**src/rtl/eth_pkg.sv**
```systemverilog
// Shared definitions for the Ethernet transmit path: FSM encoding,
// framing byte values and frame-size limits.
package eth_pkg;

   typedef enum logic [2:0] {
      IDLE     = 3'd0,
      PREAMBLE = 3'd1,
      SFD      = 3'd2,
      PAYLOAD  = 3'd3,
      PAD      = 3'd4,
      FCS      = 3'd5,
      IFG      = 3'd6
   } eth_state_t;

   localparam logic [7:0] ETH_PREAMBLE  = 8'h55;
   localparam logic [7:0] ETH_SFD       = 8'hD5;
   localparam int         ETH_MIN_FRAME = 60;
   localparam int         ETH_MAX_FRAME = 1514;

endpackage

```
**src/rtl/calc_crc32.sv**
```systemverilog
// Byte-serial Ethernet CRC-32 (reflected 0xEDB88320, init all-ones).
// o_crc32 is the complemented remainder, ready to send LSB byte first.
module calc_crc32 (
   input  logic        clk,
   input  logic        rst_n,
   input  logic        i_calc,
   input  logic        i_vl,
   input  logic [7:0]  i_data,
   output logic [31:0] o_crc32
);

   localparam logic [31:0] POLY = 32'hEDB88320;

   logic [31:0] crc_reg;
   logic [31:0] crc_next;

   always_comb begin : crc_step
      logic [31:0] c;
      c = crc_reg;
      for (int b = 0; b < 8; b++) begin
         c = {1'b0, c[31:1]} ^ ((c[0] ^ i_data[b]) ? POLY : 32'h0);
      end
      crc_next = c;
   end

   always_ff @(posedge clk) begin
      if (!rst_n) begin
         crc_reg <= '1;
      end else if (!i_calc) begin
         crc_reg <= '1;
      end else if (i_vl) begin
         crc_reg <= crc_next;
      end
   end

   assign o_crc32 = ~crc_reg;

endmodule

```
**src/rtl/eth_tx_arb.sv**
```systemverilog
// Two-source Ethernet TX scheduler: arbitrates between the ARP builder and
// the UDP streamer, then frames the winner with preamble, pad, FCS and IFG.
module eth_tx_arb
   import eth_pkg::*;
#(
   parameter int PREAMBLE_LEN = 7,
   parameter int MIN_FRAME    = ETH_MIN_FRAME,
   parameter int MAX_FRAME    = ETH_MAX_FRAME,
   parameter int IFG_BYTES    = 12,
   parameter bit RR_EN        = 1'b1
) (
   input  logic       clk,
   input  logic       rst,
   input  logic       i_stb,
   input  logic       i_req0,
   input  logic [7:0] i_data0,
   input  logic       i_last0,
   output logic       o_rd0,
   output logic       o_gnt0,
   input  logic       i_req1,
   input  logic [7:0] i_data1,
   input  logic       i_last1,
   output logic       o_rd1,
   output logic       o_gnt1,
   output logic [7:0] o_tx_data,
   output logic       o_tx_en,
   output logic       o_busy,
   output logic       o_frame_done,
   output logic       o_trunc,
   output logic [2:0] o_state
);

   localparam logic [10:0] PRE_LAST = 11'(PREAMBLE_LEN - 1);
   localparam logic [10:0] MIN_CNT  = 11'(MIN_FRAME);
   localparam logic [10:0] MAX_CNT  = 11'(MAX_FRAME);
   localparam logic [10:0] IFG_LAST = 11'(IFG_BYTES - 1);

   eth_state_t  state_reg, state_next;
   logic [10:0] cnt_reg, cnt_next;
   logic        owner_reg, owner_next;
   logic        last_gnt_reg, last_gnt_next;

   logic [7:0]  tx_data_reg;
   logic        tx_en_reg;
   logic        done_reg;
   logic        trunc_reg;
   logic [31:0] fcs_sh_reg;
   logic        fcs_loaded_reg;

   logic [1:0]  req;
   logic [1:0]  gnt;
   logic [1:0]  rd;
   logic [7:0]  sel_data;
   logic        sel_last;
   logic [10:0] cnt_inc;
   logic        pay_end;
   logic        in_frame;
   logic [7:0]  tx_byte;
   logic        tx_en_next;
   logic        crc_calc;
   logic        crc_vl;
   logic [31:0] crc_value;
   logic [31:0] fcs_word;

   assign req      = {i_req1, i_req0};
   assign sel_data = owner_reg ? i_data1 : i_data0;
   assign sel_last = owner_reg ? i_last1 : i_last0;
   assign cnt_inc  = cnt_reg + 11'd1;
   assign pay_end  = sel_last || (cnt_inc == MAX_CNT);
   assign in_frame = (state_reg != IDLE) && (state_reg != IFG);
   // The CRC core clears one cycle into FCS, so the first FCS cycle reads it live.
   assign fcs_word = fcs_loaded_reg ? fcs_sh_reg : crc_value;

   generate
      for (genvar gi = 0; gi < 2; gi++) begin : g_src
         assign gnt[gi] = in_frame && (owner_reg == 1'(gi));
         assign rd[gi]  = (state_reg == PAYLOAD) && i_stb && gnt[gi];
      end
   endgenerate

   assign o_gnt0       = gnt[0];
   assign o_gnt1       = gnt[1];
   assign o_rd0        = rd[0];
   assign o_rd1        = rd[1];
   assign o_tx_data    = tx_data_reg;
   assign o_tx_en      = tx_en_reg;
   assign o_busy       = (state_reg != IDLE);
   assign o_frame_done = done_reg;
   assign o_trunc      = trunc_reg;
   assign o_state      = state_reg;

   always_ff @(posedge clk) begin
      if (rst) begin
         state_reg    <= IDLE;
         cnt_reg      <= '0;
         owner_reg    <= 1'b0;
         last_gnt_reg <= 1'b1;
      end else begin
         state_reg    <= state_next;
         cnt_reg      <= cnt_next;
         owner_reg    <= owner_next;
         last_gnt_reg <= last_gnt_next;
      end
   end

   always_comb begin
      state_next    = state_reg;
      cnt_next      = cnt_reg;
      owner_next    = owner_reg;
      last_gnt_next = last_gnt_reg;
      case (state_reg)
         IDLE: begin
            cnt_next = '0;
            if (|req) begin
               state_next = PREAMBLE;
               if (req == 2'b11) begin
                  owner_next = RR_EN ? ~last_gnt_reg : 1'b0;
               end else begin
                  owner_next = req[1];
               end
               last_gnt_next = owner_next;
            end
         end
         PREAMBLE: if (i_stb) begin
            if (cnt_reg == PRE_LAST) begin
               state_next = SFD;
               cnt_next   = '0;
            end else begin
               cnt_next = cnt_inc;
            end
         end
         SFD: if (i_stb) begin
            state_next = PAYLOAD;
            cnt_next   = '0;
         end
         PAYLOAD: if (i_stb) begin
            cnt_next = cnt_inc;
            if (pay_end) begin
               if (cnt_inc < MIN_CNT) begin
                  state_next = PAD;
               end else begin
                  state_next = FCS;
                  cnt_next   = '0;
               end
            end
         end
         PAD: if (i_stb) begin
            cnt_next = cnt_inc;
            if (cnt_inc == MIN_CNT) begin
               state_next = FCS;
               cnt_next   = '0;
            end
         end
         FCS: if (i_stb) begin
            cnt_next = cnt_inc;
            if (cnt_reg == 11'd3) begin
               state_next = IFG;
               cnt_next   = '0;
            end
         end
         IFG: if (i_stb) begin
            cnt_next = cnt_inc;
            if (cnt_reg == IFG_LAST) begin
               state_next = IDLE;
               cnt_next   = '0;
            end
         end
         default: state_next = IDLE;
      endcase
   end

   always_comb begin
      tx_byte    = 8'h00;
      tx_en_next = 1'b0;
      crc_calc   = 1'b0;
      crc_vl     = 1'b0;
      case (state_reg)
         PREAMBLE: begin
            tx_byte    = ETH_PREAMBLE;
            tx_en_next = 1'b1;
         end
         SFD: begin
            tx_byte    = ETH_SFD;
            tx_en_next = 1'b1;
         end
         PAYLOAD: begin
            tx_byte    = sel_data;
            tx_en_next = 1'b1;
            crc_calc   = 1'b1;
            crc_vl     = i_stb;
         end
         PAD: begin
            tx_en_next = 1'b1;
            crc_calc   = 1'b1;
            crc_vl     = i_stb;
         end
         FCS: begin
            tx_byte    = fcs_word[7:0];
            tx_en_next = 1'b1;
         end
         default: ;
      endcase
   end

   always_ff @(posedge clk) begin
      if (rst) begin
         tx_data_reg    <= '0;
         tx_en_reg      <= 1'b0;
         done_reg       <= 1'b0;
         trunc_reg      <= 1'b0;
         fcs_sh_reg     <= '0;
         fcs_loaded_reg <= 1'b0;
      end else begin
         done_reg  <= 1'b0;
         trunc_reg <= 1'b0;
         if (state_reg == FCS) begin
            fcs_loaded_reg <= 1'b1;
            if (!fcs_loaded_reg) begin
               fcs_sh_reg <= crc_value;
            end
         end else begin
            fcs_loaded_reg <= 1'b0;
         end
         if (i_stb) begin
            tx_data_reg <= tx_byte;
            tx_en_reg   <= tx_en_next;
            if (state_reg == FCS) begin
               fcs_sh_reg <= {8'h00, fcs_word[31:8]};
            end
            done_reg  <= (state_reg == FCS) && (cnt_reg == 11'd3);
            trunc_reg <= (state_reg == PAYLOAD) && !sel_last && (cnt_inc == MAX_CNT);
         end
      end
   end

   calc_crc32 u_crc (
      .clk     (clk),
      .rst_n   (~rst),
      .i_calc  (crc_calc),
      .i_vl    (crc_vl),
      .i_data  (tx_byte),
      .o_crc32 (crc_value)
   );

endmodule

```
**config.mk**
```make
export PLATFORM = sky130hd
export DESIGN_NAME = eth_tx_arb
export DESIGN_NICKNAME = d
export VERILOG_FILES = /design/src/rtl/eth_pkg.sv /design/src/rtl/calc_crc32.sv /design/src/rtl/eth_tx_arb.sv
export SDC_FILE = /design/constraint.sdc
export NUM_CORES = 1
export LEC_CHECK = 0
export ABC_AREA = 1
export CORE_MARGIN = 2
export CORE_UTILIZATION = 29
export CTS_CLUSTER_SIZE = 24
export DETAILED_ROUTE_END_ITERATION = 6
export SLEW_MARGIN = 5
export SYNTH_ARGS = -nofsm -noshare
export SYNTH_HDL_FRONTEND = slang
export SYNTH_SLANG_ARGS = --single-unit
```
**constraint.sdc**
```tcl
create_clock -name clk -period 2.2 [get_ports clk]
set_input_delay 0.55 -clock clk [delete_from_list [all_inputs] [get_ports clk]]
set_output_delay 0.55 -clock clk [all_outputs]
set_load 0.1 [all_outputs]
```
==> impl_metrics.toml <==
[logic_synthesis]
postSynthAreaPerCell_um2 = 6.401
synth_edf_count = 0
ys_seq_area_share_pct = 30.81
synth_nets = 961
synthFlopType = "dfxtp_1"
syn_inst = 934
syn-cell-area_mm2 = 0.005978
synthArstFlopShare_pct = 0
yosysWarnings = 0
synth_cell_type_count = 48
ys_ff_latch = 92

[floorplan]
core_mm2 = 0.02023
rows = 52
die_w_um = 147.6
ioPinCount = 42
die_h_um = 147.6
start_util_pct = 29.54
dieArea_mm2 = 0.02178

[timing]
finClkSkew_ps = 12.90
setup_viol_count_final = 0
relSlewSlack_pct = 61.12
worstMarginPinSlew_ps = 581.0
whs_ps = 466.1
final_hold_viol_count = 0
clock.fmax_mhz = 465.0
post-route-period-util_pct = 97.75
drv_slew = 0
min_period_ps = 2150
rsz0062_at_grt = "true"

[worst_setup_path]
critPathMaxFanout = 5
worstPathRequired_ps = 1650
reg2reg_from = "o_state[0]$_SDFFE_PP0P_"
crit_chain = "buf_6, nor2_1, inv_1, nor2_4, nor4_4, buf_12"
crit_buf_inv = 3
rrSetupSlack_ps = 120
worstPathArrival_ps = 1600
critPathTopFamily = "simple AND/OR/NAND/NOR gates"
critical_path.max_stage_delay_ps = 390
worstSetupEndpointType = "output pin"
worstSetupPathType = "register to output pin"
reg2reg_to = "u_crc.crc_reg[15]$_SDFFE_PP1P_"
cp_slowest_cell = "dfxtp_4"
start_kind = "register"
rr_worst_depth = 13

[detailed_routing]
vias_per_cell = 4.761
antenna_left = 0
vias = 6280
drt_iter0_markers = 367
drt_drc_violations_left = 0
drt_first_pass_iters = 5
routedWlPerCell_um = 14.02
wirelength_mm = 18.50

[clock_network]
cts_buffers = 9
cts_tree = "yes"
clock_latency_ps = 350
clk_path_buf_depth = 2
cts_root_buf = "clkbuf_16"
clkSinkCount = 92
h-tree-depth = 3
path_clk_slew_ps = 70

[layout]
num-nets-final = 1070
area_growth_pct = 32.36
layout_commonest_cell = "nand2_1"
fillers = 2125
final_cell_mix = "nand2_1, buf_4, dfxtp_1"
fin_util_pct = 39.10
drive_above_1_share_pct = 21.47

[power]
finalPower_mw = 9.842
power_density_mw_per_mm2 = 1244
ir_drop_v = 0.0007730
p_leak_nw = 3.523

[placement]
gp_congestion = 0.8576
port_buffers = 41
dp_hpwl_mm = 13.62

[global_routing]
overflow = 0
grt_first_pass_wirelength_mm = 29.55
track_usage_pct = 16.92
grt_pass1_vias = 5652
antenna_found_initial = 0
grt_max_degree = 33

[flow_run]
timing.max_cap.violations = 0

[hold_path]
hold_path.class = "register to register"
hold_path_depth = 2

[status]
status = "finished, final reports clean"
[cell families after synthesis]
kind of cell | share of synthesized area (%)
AOI/OAI and AO/OA | 13.60
xor gates and xnor gates | 6.886
adders and majority gates | 0.8372
buffers and inverters | 8.330
DFF | 30.81
and+or+nand+nor | 39.54
[cell usage after synthesis (3+ instances only)]
master	n	area, um^2
nand2_1	340	1276
dfxtp_1	92	1842
inv_1	77	289.0
nand3_1	63	315.3
nor2_1	62	232.7
a21oi_1	50	250.2
o21ai_0	49	245.2
clkbuf_1	28	105.1
xor2_1	23	201.4
nand2_2	17	106.4
a31oi_1	14	87.58
nand4_1	13	81.33
o211ai_1	9	67.56
nand2_4	7	78.83
nand3_2	7	70.07
o21ai_1	7	35.03
buf_2	6	30.03
inv_2	6	22.52
nor3_1	5	25.02
ha_1	4	50.05
nand3b_1	4	30.03
nor4_1	4	25.02
xnor2_1	4	35.03
xor2_2	4	65.06
a211oi_1	3	22.52
clkinv_1	3	11.26
nand2_8	3	60.06
nor2_2	3	18.77
xor2_4	3	82.58
[layer usage]
| metal | vias to the layer above | GRT usage [%] | part of all wire (%) |
|---|---|---|---|
| li1 | 3235 | - | - |
| met1 | 2921 | 23.36 | 48 |
| met2 | 109 | 27.67 | 47 |
| met3 | 15 | 2.593 | 4.0 |
| met4 | 0 | 4.279 | 1.3 |
| met5 | - | 0 | 0 |
[how the worst max path moves through the flow]
stage                             from                             end  slack [ps]  depth (start not counted)
2_1_floorplan  o_state[1]$_SDFFE_PP0P_                           o_rd0        -450                          5
3_3_place_gp                i_data0[1]  u_crc.crc_reg[25]$_SDFFE_PP1P_        -170                         13
3_5_place_dp                i_data0[1]  u_crc.crc_reg[26]$_SDFFE_PP1P_        -180                         14
4_1_cts        o_state[0]$_SDFFE_PP0P_                           o_rd1          -2                          6
5_1_grt        cnt_reg[1]$_SDFFE_PP0P_         o_state[2]$_SDFFE_PP0P_         -80                         14
6_report       o_state[1]$_SDFFE_PP0P_                           o_rd1          50                          6
[report_power, final]
group          switching, mW  internal [mW]  leakage [nW]
registers              0.222           1.85         0.750
logic                   3.77           2.30          2.62
clock network          0.703          0.998         0.157
[tightest hold or removal path: stages, from the launching register on]
cell     delay [ps]
dfxtp_1         310
nand2_1          60
a21oi_1          60
[through the flow]
stage / cell area [um^2] / worst slack (ps) / std cells / setup TNS, ps
2_1_floorplan: 6052 / -446.0 / 934 / -4789
3_3_place_gp: 7303 / -169.5 / 1289 / -2985
3_5_place_dp: 7303 / -175.8 / 1289 / -4233
4_1_cts: 7699 / -1.521 / 1313 / -1.521
5_1_grt: 7910 / -76.77 / 1318 / -319.7
6_report: 7913 / 49.59 / 1319 / 0
[cell type report]
cell class	instances	area [um^2]	area share, %
Clock inverter	6	85.08	1.075
Tap cell	270	337.8	4.269
Timing Repair inverter	1	5.005	0.06325
Sequential cell	92	1857	23.47
Clock buffer	10	229.0	2.894
Timing Repair Buffer	131	1169	14.77
Inverter	89	350.3	4.428
Multi-Input combinational cell	719	3877	49.00
Antenna cell	1	2.502	0.03163
[timing repair]
| action | 4_1_cts | 5_1_grt |
|---|---|---|
| gates resized for setup | 5 | 49 |
| endpoints found under the setup margin | 2 | 45 |
| cloned | 0 | 3 |
| setup buffers | 8 | 3 |
| hold buffers | 0 | 0 |
| pin swaps | 2 | 11 |
No activity file was read; power rests on OpenSTA's default activity.
